<file path="src/rtl/mem_port_arbiter_pkg.sv">
// Shared types and constants for the IF/EX memory-port arbiter.
// Any file that needs these imports the package with a wildcard import.
package mem_port_arbiter_pkg;

  typedef enum logic [1:0] {
    IDLE = 2'd0,
    REQ  = 2'd1,
    RESP = 2'd2
  } state_e;

  typedef enum logic {
    OWN_INST = 1'b0,
    OWN_DATA = 1'b1
  } owner_e;

  localparam logic [1:0] SZ_BYTE = 2'd0;
  localparam logic [1:0] SZ_HALF = 2'd1;
  localparam logic [1:0] SZ_WORD = 2'd2;

  localparam int DEF_ADDR_W       = 32;
  localparam int DEF_DATA_W       = 32;
  localparam int DEF_STARVE_LIMIT = 4;

endpackage

</file>
<file path="src/rtl/mem_port_arbiter_if.sv">
// Requester and memory-side signals of the arbiter, bundled together.
// The slave modport is the arbiter's view; master is the environment's view.
interface mem_port_arbiter_if
  import mem_port_arbiter_pkg::*;
#(
  parameter int ADDR_W = DEF_ADDR_W,
  parameter int DATA_W = DEF_DATA_W
);
  // instruction-fetch requester
  logic              inst_req;
  logic [ADDR_W-1:0] inst_addr;
  logic              inst_addr_ok;
  logic              inst_data_ok;
  logic [DATA_W-1:0] inst_rdata;
  // data requester
  logic                data_req;
  logic                data_wr;
  logic [1:0]          data_size;
  logic [DATA_W/8-1:0] data_wstrb;
  logic [ADDR_W-1:0]   data_addr;
  logic [DATA_W-1:0]   data_wdata;
  logic                data_addr_ok;
  logic                data_data_ok;
  logic [DATA_W-1:0]   data_rdata;
  // shared memory port
  logic                mem_req;
  logic                mem_wr;
  logic [1:0]          mem_size;
  logic [DATA_W/8-1:0] mem_wstrb;
  logic [ADDR_W-1:0]   mem_addr;
  logic [DATA_W-1:0]   mem_wdata;
  logic                mem_addr_ok;
  logic                mem_data_ok;
  logic [DATA_W-1:0]   mem_rdata;

  modport slave (
    input  inst_req, inst_addr,
    output inst_addr_ok, inst_data_ok, inst_rdata,
    input  data_req, data_wr, data_size, data_wstrb, data_addr, data_wdata,
    output data_addr_ok, data_data_ok, data_rdata,
    output mem_req, mem_wr, mem_size, mem_wstrb, mem_addr, mem_wdata,
    input  mem_addr_ok, mem_data_ok, mem_rdata
  );

  modport master (
    output inst_req, inst_addr,
    input  inst_addr_ok, inst_data_ok, inst_rdata,
    output data_req, data_wr, data_size, data_wstrb, data_addr, data_wdata,
    input  data_addr_ok, data_data_ok, data_rdata,
    input  mem_req, mem_wr, mem_size, mem_wstrb, mem_addr, mem_wdata,
    output mem_addr_ok, mem_data_ok, mem_rdata
  );

endinterface

</file>
<file path="src/rtl/arb_starve_ctr.sv">
// Priority decision between the two requesters plus the saturating counter
// that forces an inst grant after STARVE_LIMIT back-to-back data grants.
module arb_starve_ctr
  import mem_port_arbiter_pkg::*;
#(
  parameter int STARVE_LIMIT = DEF_STARVE_LIMIT
) (
  input  logic clk,
  input  logic reset,
  input  logic inst_req,
  input  logic data_req,
  input  logic grant,
  output logic grant_data
);

  localparam int CW = $clog2(STARVE_LIMIT + 1);
  localparam logic [CW-1:0] LIMIT = CW'(STARVE_LIMIT);

  logic [CW-1:0] cnt_q;
  logic [CW-1:0] cnt_d;

  assign grant_data = data_req && ((cnt_q < LIMIT) || !inst_req);

  // Only a data grant that bypasses a waiting fetch counts toward starvation.
  always_comb begin
    cnt_d = cnt_q;
    if (grant) begin
      if (grant_data && inst_req) begin
        cnt_d = (cnt_q == LIMIT) ? cnt_q : cnt_q + 1'b1;
      end else begin
        cnt_d = '0;
      end
    end
  end

  always_ff @(posedge clk) begin
    if (reset) begin
      cnt_q <= '0;
    end else begin
      cnt_q <= cnt_d;
    end
  end

endmodule

</file>
<file path="src/rtl/mem_port_arbiter.sv">
// Shares one sram-like memory port between instruction fetch and data access,
// with at most one transaction outstanding and flush-dropping of fetch data.
module mem_port_arbiter
  import mem_port_arbiter_pkg::*;
#(
  parameter int ADDR_W       = DEF_ADDR_W,
  parameter int DATA_W       = DEF_DATA_W,
  parameter int STARVE_LIMIT = DEF_STARVE_LIMIT
) (
  input  logic               clk,
  input  logic               reset,
  input  logic               flush,
  mem_port_arbiter_if.slave  bus
);

  localparam int SW = DATA_W / 8;

  state_e              state_q;
  owner_e              owner_q;
  logic                drop_q;
  logic                rst_dly_q;
  logic                wr_q;
  logic [1:0]          size_q;
  logic [SW-1:0]       wstrb_q;
  logic [ADDR_W-1:0]   addr_q;
  logic [DATA_W-1:0]   wdata_q;

  logic out_en;
  logic grant;
  logic grant_data;
  logic in_resp;

  // Outputs stay silent during reset and for one cycle after it.
  assign out_en  = !reset && !rst_dly_q;
  assign grant   = out_en && (state_q == IDLE) && (bus.inst_req || bus.data_req);
  assign in_resp = out_en && (state_q == RESP);

  arb_starve_ctr #(
    .STARVE_LIMIT (STARVE_LIMIT)
  ) u_starve (
    .clk        (clk),
    .reset      (reset),
    .inst_req   (bus.inst_req),
    .data_req   (bus.data_req),
    .grant      (grant),
    .grant_data (grant_data)
  );

  always_ff @(posedge clk) begin
    rst_dly_q <= reset;
    if (reset) begin
      state_q <= IDLE;
      owner_q <= OWN_INST;
      drop_q  <= 1'b0;
      wr_q    <= 1'b0;
      size_q  <= '0;
      wstrb_q <= '0;
      addr_q  <= '0;
      wdata_q <= '0;
    end else begin
      case (state_q)
        IDLE: begin
          if (grant) begin
            state_q <= REQ;
            drop_q  <= 1'b0;
            if (grant_data) begin
              owner_q <= OWN_DATA;
              wr_q    <= bus.data_wr;
              size_q  <= bus.data_size;
              wstrb_q <= bus.data_wstrb;
              addr_q  <= bus.data_addr;
              wdata_q <= bus.data_wdata;
            end else begin
              owner_q <= OWN_INST;
              wr_q    <= 1'b0;
              size_q  <= SZ_WORD;
              wstrb_q <= '0;
              addr_q  <= bus.inst_addr;
              wdata_q <= '0;
            end
          end
        end
        REQ: begin
          if (flush && (owner_q == OWN_INST)) drop_q <= 1'b1;
          if (bus.mem_addr_ok) state_q <= RESP;
        end
        RESP: begin
          if (flush && (owner_q == OWN_INST)) drop_q <= 1'b1;
          // Memory still finishes a flushed fetch; only its delivery is dropped.
          if (bus.mem_data_ok) begin
            state_q <= IDLE;
            drop_q  <= 1'b0;
          end
        end
        default: state_q <= IDLE;
      endcase
    end
  end

  assign bus.inst_addr_ok = grant && !grant_data;
  assign bus.data_addr_ok = grant && grant_data;

  assign bus.inst_data_ok = in_resp && (owner_q == OWN_INST) && !drop_q && bus.mem_data_ok;
  assign bus.data_data_ok = in_resp && (owner_q == OWN_DATA) && bus.mem_data_ok;
  assign bus.inst_rdata   = (in_resp && (owner_q == OWN_INST)) ? bus.mem_rdata : '0;
  assign bus.data_rdata   = (in_resp && (owner_q == OWN_DATA)) ? bus.mem_rdata : '0;

  assign bus.mem_req   = out_en && (state_q == REQ);
  assign bus.mem_wr    = out_en ? wr_q    : 1'b0;
  assign bus.mem_size  = out_en ? size_q  : '0;
  assign bus.mem_wstrb = out_en ? wstrb_q : '0;
  assign bus.mem_addr  = out_en ? addr_q  : '0;
  assign bus.mem_wdata = out_en ? wdata_q : '0;

endmodule

</file>
<file path="src/flat_wrapper.sv">
// flat-port wrapper written by rule: the top's interface ports become plain ports
module mem_port_arbiter_flat import mem_port_arbiter_pkg::*;
#(
  parameter int ADDR_W       = DEF_ADDR_W,
  parameter int DATA_W       = DEF_DATA_W,
  parameter int STARVE_LIMIT = DEF_STARVE_LIMIT
)
  (clk, reset, flush, bus_inst_req, bus_inst_addr, bus_inst_addr_ok, bus_inst_data_ok, bus_inst_rdata, bus_data_req, bus_data_wr, bus_data_size, bus_data_wstrb, bus_data_addr, bus_data_wdata, bus_data_addr_ok, bus_data_data_ok, bus_data_rdata, bus_mem_req, bus_mem_wr, bus_mem_size, bus_mem_wstrb, bus_mem_addr, bus_mem_wdata, bus_mem_addr_ok, bus_mem_data_ok, bus_mem_rdata);
  mem_port_arbiter_if #(.ADDR_W(ADDR_W), .DATA_W(DATA_W)) bus_i ();
  input  logic clk;
  input  logic reset;
  input  logic flush;
  input wire logic [$bits(bus_i.inst_req)-1:0] bus_inst_req;
  input wire logic [$bits(bus_i.inst_addr)-1:0] bus_inst_addr;
  output wire logic [$bits(bus_i.inst_addr_ok)-1:0] bus_inst_addr_ok;
  output wire logic [$bits(bus_i.inst_data_ok)-1:0] bus_inst_data_ok;
  output wire logic [$bits(bus_i.inst_rdata)-1:0] bus_inst_rdata;
  input wire logic [$bits(bus_i.data_req)-1:0] bus_data_req;
  input wire logic [$bits(bus_i.data_wr)-1:0] bus_data_wr;
  input wire logic [$bits(bus_i.data_size)-1:0] bus_data_size;
  input wire logic [$bits(bus_i.data_wstrb)-1:0] bus_data_wstrb;
  input wire logic [$bits(bus_i.data_addr)-1:0] bus_data_addr;
  input wire logic [$bits(bus_i.data_wdata)-1:0] bus_data_wdata;
  output wire logic [$bits(bus_i.data_addr_ok)-1:0] bus_data_addr_ok;
  output wire logic [$bits(bus_i.data_data_ok)-1:0] bus_data_data_ok;
  output wire logic [$bits(bus_i.data_rdata)-1:0] bus_data_rdata;
  output wire logic [$bits(bus_i.mem_req)-1:0] bus_mem_req;
  output wire logic [$bits(bus_i.mem_wr)-1:0] bus_mem_wr;
  output wire logic [$bits(bus_i.mem_size)-1:0] bus_mem_size;
  output wire logic [$bits(bus_i.mem_wstrb)-1:0] bus_mem_wstrb;
  output wire logic [$bits(bus_i.mem_addr)-1:0] bus_mem_addr;
  output wire logic [$bits(bus_i.mem_wdata)-1:0] bus_mem_wdata;
  input wire logic [$bits(bus_i.mem_addr_ok)-1:0] bus_mem_addr_ok;
  input wire logic [$bits(bus_i.mem_data_ok)-1:0] bus_mem_data_ok;
  input wire logic [$bits(bus_i.mem_rdata)-1:0] bus_mem_rdata;
  assign bus_i.inst_req = bus_inst_req;
  assign bus_i.inst_addr = bus_inst_addr;
  assign bus_inst_addr_ok = bus_i.inst_addr_ok;
  assign bus_inst_data_ok = bus_i.inst_data_ok;
  assign bus_inst_rdata = bus_i.inst_rdata;
  assign bus_i.data_req = bus_data_req;
  assign bus_i.data_wr = bus_data_wr;
  assign bus_i.data_size = bus_data_size;
  assign bus_i.data_wstrb = bus_data_wstrb;
  assign bus_i.data_addr = bus_data_addr;
  assign bus_i.data_wdata = bus_data_wdata;
  assign bus_data_addr_ok = bus_i.data_addr_ok;
  assign bus_data_data_ok = bus_i.data_data_ok;
  assign bus_data_rdata = bus_i.data_rdata;
  assign bus_mem_req = bus_i.mem_req;
  assign bus_mem_wr = bus_i.mem_wr;
  assign bus_mem_size = bus_i.mem_size;
  assign bus_mem_wstrb = bus_i.mem_wstrb;
  assign bus_mem_addr = bus_i.mem_addr;
  assign bus_mem_wdata = bus_i.mem_wdata;
  assign bus_i.mem_addr_ok = bus_mem_addr_ok;
  assign bus_i.mem_data_ok = bus_mem_data_ok;
  assign bus_i.mem_rdata = bus_mem_rdata;
  mem_port_arbiter #(.ADDR_W(ADDR_W), .DATA_W(DATA_W), .STARVE_LIMIT(STARVE_LIMIT)) u_core (.clk(clk), .reset(reset), .flush(flush), .bus(bus_i));
endmodule
</file>
<file path="config.mk">
export PLATFORM = sky130hd
export DESIGN_NAME = mem_port_arbiter_flat
export DESIGN_NICKNAME = d
export VERILOG_FILES = /design/src/rtl/mem_port_arbiter_pkg.sv /design/src/rtl/mem_port_arbiter_if.sv /design/src/rtl/arb_starve_ctr.sv /design/src/rtl/mem_port_arbiter.sv /design/src/flat_wrapper.sv
export SDC_FILE = /design/constraint.sdc
export NUM_CORES = 1
export LEC_CHECK = 0
export ABC_AREA = 1
export CORE_UTILIZATION = 37
export DETAILED_ROUTE_END_ITERATION = 12
export PLACE_DENSITY = 0.82
export SYNTH_ARGS = -nofsm -noshare
export SYNTH_HDL_FRONTEND = slang
export SYNTH_SLANG_ARGS = --single-unit
</file>
<file path="constraint.sdc">
create_clock -name clk -period 2.1 [get_ports clk]
set_input_delay 0.42 -clock clk [delete_from_list [all_inputs] [get_ports clk]]
set_output_delay 0.42 -clock clk [all_outputs]
set_load 0.005 [all_outputs]
</file>
==> flow_summary.toml <==
[run_status]
status = "completed"

[cts]
root_buffer = "clkbuf_16"
clk_path_buf_depth = 2
numCtsBuffers = 9
path_clk_slew_ns = 0.05
cts_tree = "done"
clock_sinks = 79
hold_buffers = 0
cts_max_level = 3
clk-insertion-delay-late_ns = 0.33

[yosys]
netlist_area_mm2 = 0.00429
syn_avg_cell_area_um2 = 5.98
ys_ff_latch = 79
ys_seq_area_share_pct = 36.9
yosysWarnings = 0
ys_top_cells_by_area = "dfxtp_1 (37%), nand2_1 (20%), nor2_1 (13%), inv_1 (10%), a21oi_1 (4.3%)"
synth_cells = 717
synth_largest_area_cell = "dfxtp_1"
yosys.area.top_type_share_pct = 36.9
ys_types = 22
syn_nets = 866

[flow_run]
maxCapViolCount = 0

[grt]
grt_overflow = 0
grt_usage_pct = 23.9
grt_pass1_wl_mm = 22.3
antenna_found_initial = 1
grt_max_degree = 40
first_global_vias = 4818

[route]
drtIter0Drc = 196
ant_nets = 0
vias = 5097
wl_per_cell_um = 12.7
drt-total-wl_mm = 14.4
dr.pass1.iters = 5
viasPerCell = 4.46
route.detailed.drc = 0

[critical_path]
cp.arrival_ns = 1.63
rrSetupSlack_ns = 0.19
startpoint_type = "primary input"
r2r_end = "u_core.addr_q[15]$_SDFFE_PP0P_"
rr_worst_depth = 10
r2r-start = "u_core.state_q[1]$_SDFFE_PP0P_"
critPathCaptureType = "output port"
worstSetupPathType = "primary input to output port"
worstPathRequired_ns = 1.68
cp_max_fo = 18

[power]
peakVddDrop_v = 0.000339
total_power_uw = 4720
power_density_mw_per_mm2 = 628
p_leak_uw = 0.00380

[floorplanning]
initial_core_util_pct = 38.7
num_io_pins = 282
die_h_um = 110
fp.dieArea_mm2 = 0.0120
die_w_um = 110
fp.coreArea_mm2 = 0.0111
num_rows = 38

[finish]
fin_area_mm2 = 0.00750
num-fill-cells = 1036
syn2layout_area_growth_pct = 74.9
drive_above_1_share_pct = 9.89
final_common_cell = "nand2_1"
regArea_mm2 = 0.00158
multiInputGateArea_mm2 = 0.00204
fin_nets = 1146
final_cell_mix = "nand2_1 (232), clkdlybuf4s50_1 (147), nor2_1 (137)"

[worst_hold_path]
hold_path_depth = 2
min_to = "u_core.u_starve.cnt_q[2]$_SDFFE_PP0P_"
hp-class = "flip-flop to flip-flop"
hold_start = "u_core.u_starve.cnt_q[2]$_SDFFE_PP0P_"

[timing]
timing.final.crit_share_pct = 97.8
max_freq_mhz = 487
rsz0062_at_grt = "yes"
fin_skew_ns = 0.00845
worstMarginPinSlew_ns = 0.415
slew_violations = 0
fin_crit_ns = 2.05
relSlewSlack_pct = 72.3
setup_viol = 0
fin_tns_setup_ns = 0
hold_viol_final = 0

[place]
gp_congestion = 0.741
io_buffer_count = 281
dpl-instance-area_mm2 = 0.00721
dp_hpwl_mm = 10.5
[synth_stat cells (all sizes together)]
| master | count |
|---|---|
| ha | 7 |
| inv | 123 |
| nor3 | 1 |
| buf | 35 |
| nor2 | 145 |
| o21ai | 26 |
| nand3 | 22 |
| a21oi | 37 |
| clkbuf | 6 |
| o22ai | 1 |
| nand2 | 235 |
| dfxtp | 79 |
[what timing repair did]
action | CTS | global route
setup buffers | 5 | 0
gates cloned | 3 | 0
resized for setup | 149 | 88
setup endpoints to repair | 140 | 98
pin swaps | 2 | 1
[kinds of logic (layout without fill, tap and decap cells)]
family / Yosys count / after routing / share of synthesized area [%]
fa+ha+maj: 7 / 7 / 2.04
flops: 79 / 79 / 36.9
compound gates: 64 / 64 / 7.58
simple gates: 403 / 403 / 36.5
buf+inv: 164 / 448 / 17.0
other cells: 0 / 1 / 0
[routing by layer]
metal | wire length (µm) | vias up | track usage, %
met3 | 956 | 38 | 4.39
met2 | 7570 | 191 | 45.7
met4 | 592 | 0 | 13.0
met5 | 0 | - | 0
li1 | - | 2653 | -
met1 | 5320 | 2215 | 24.2
[flip-flops by register name (all words and copies together) (netlist names), 2 cells and up]
signal	count
u_core.wdata_q	32
u_core.u_starve.cnt_q	3
u_core.size_q	2
u_core.state_q	2
u_core.addr_q	32
u_core.wstrb_q	4
[final cells by class]
class | count | area share, %
antenna | 1 | 0.0333
clock buffer | 10 | 3.18
clock inverter | 5 | 1.42
inverter | 123 | 6.25
multi-input combinational | 474 | 27.2
sequential | 79 | 21.1
tap | 140 | 2.33
timing repair buffer | 310 | 38.5
[per-stage QoR]
step / hold slack (ns) / setup WS (ns) / util [%] / instances
final: 0.453 / 0.0461 / 67.7 / 1142
after detailed placement: 0.445 / -0.409 / 65.1 / 1118
after global placement: 0.441 / -0.396 / 65.1 / 1118
after floorplan: 0.426 / 0.454 / - / 717
after global routing: 0.477 / -0.0122 / 67.7 / 1142
after CTS: 0.461 / 0.000456 / 68.5 / 1141
[report_power, final]
group          switching [µW]  leakage [µW]  internal, µW
sequential               66.2      0.000642          1640
clock                     590      0.000165          1190
combinational             620       0.00299           613
total                    1280       0.00380          3440
[worst max-delay path: stages]
cell and delay [ns]:
dlygate4sd2_1 0.27, inv_4 0.07, nand2_4 0.07, buf_8 0.13, buf_4 0.17, buf_12 0.16
nor2_1 0.08, dlygate4sd2_1 0.26
[worst max-delay path by stage]
| stage | startpoint | endpoint |
|---|---|---|
| after floorplan | u_core.state_q[0]$_SDFFE_PP0P_ | bus_inst_addr_ok |
| after detailed placement | reset | bus_mem_wdata[29] |
| final | reset | bus_mem_wdata[23] |
| after global routing | bus_inst_req | u_core.wdata_q[18]$_SDFFE_PP0P_ |
| after CTS | reset | bus_mem_addr[6] |
| after global placement | reset | bus_mem_wdata[29] |
No activity file was read; power rests on OpenSTA's default activity.
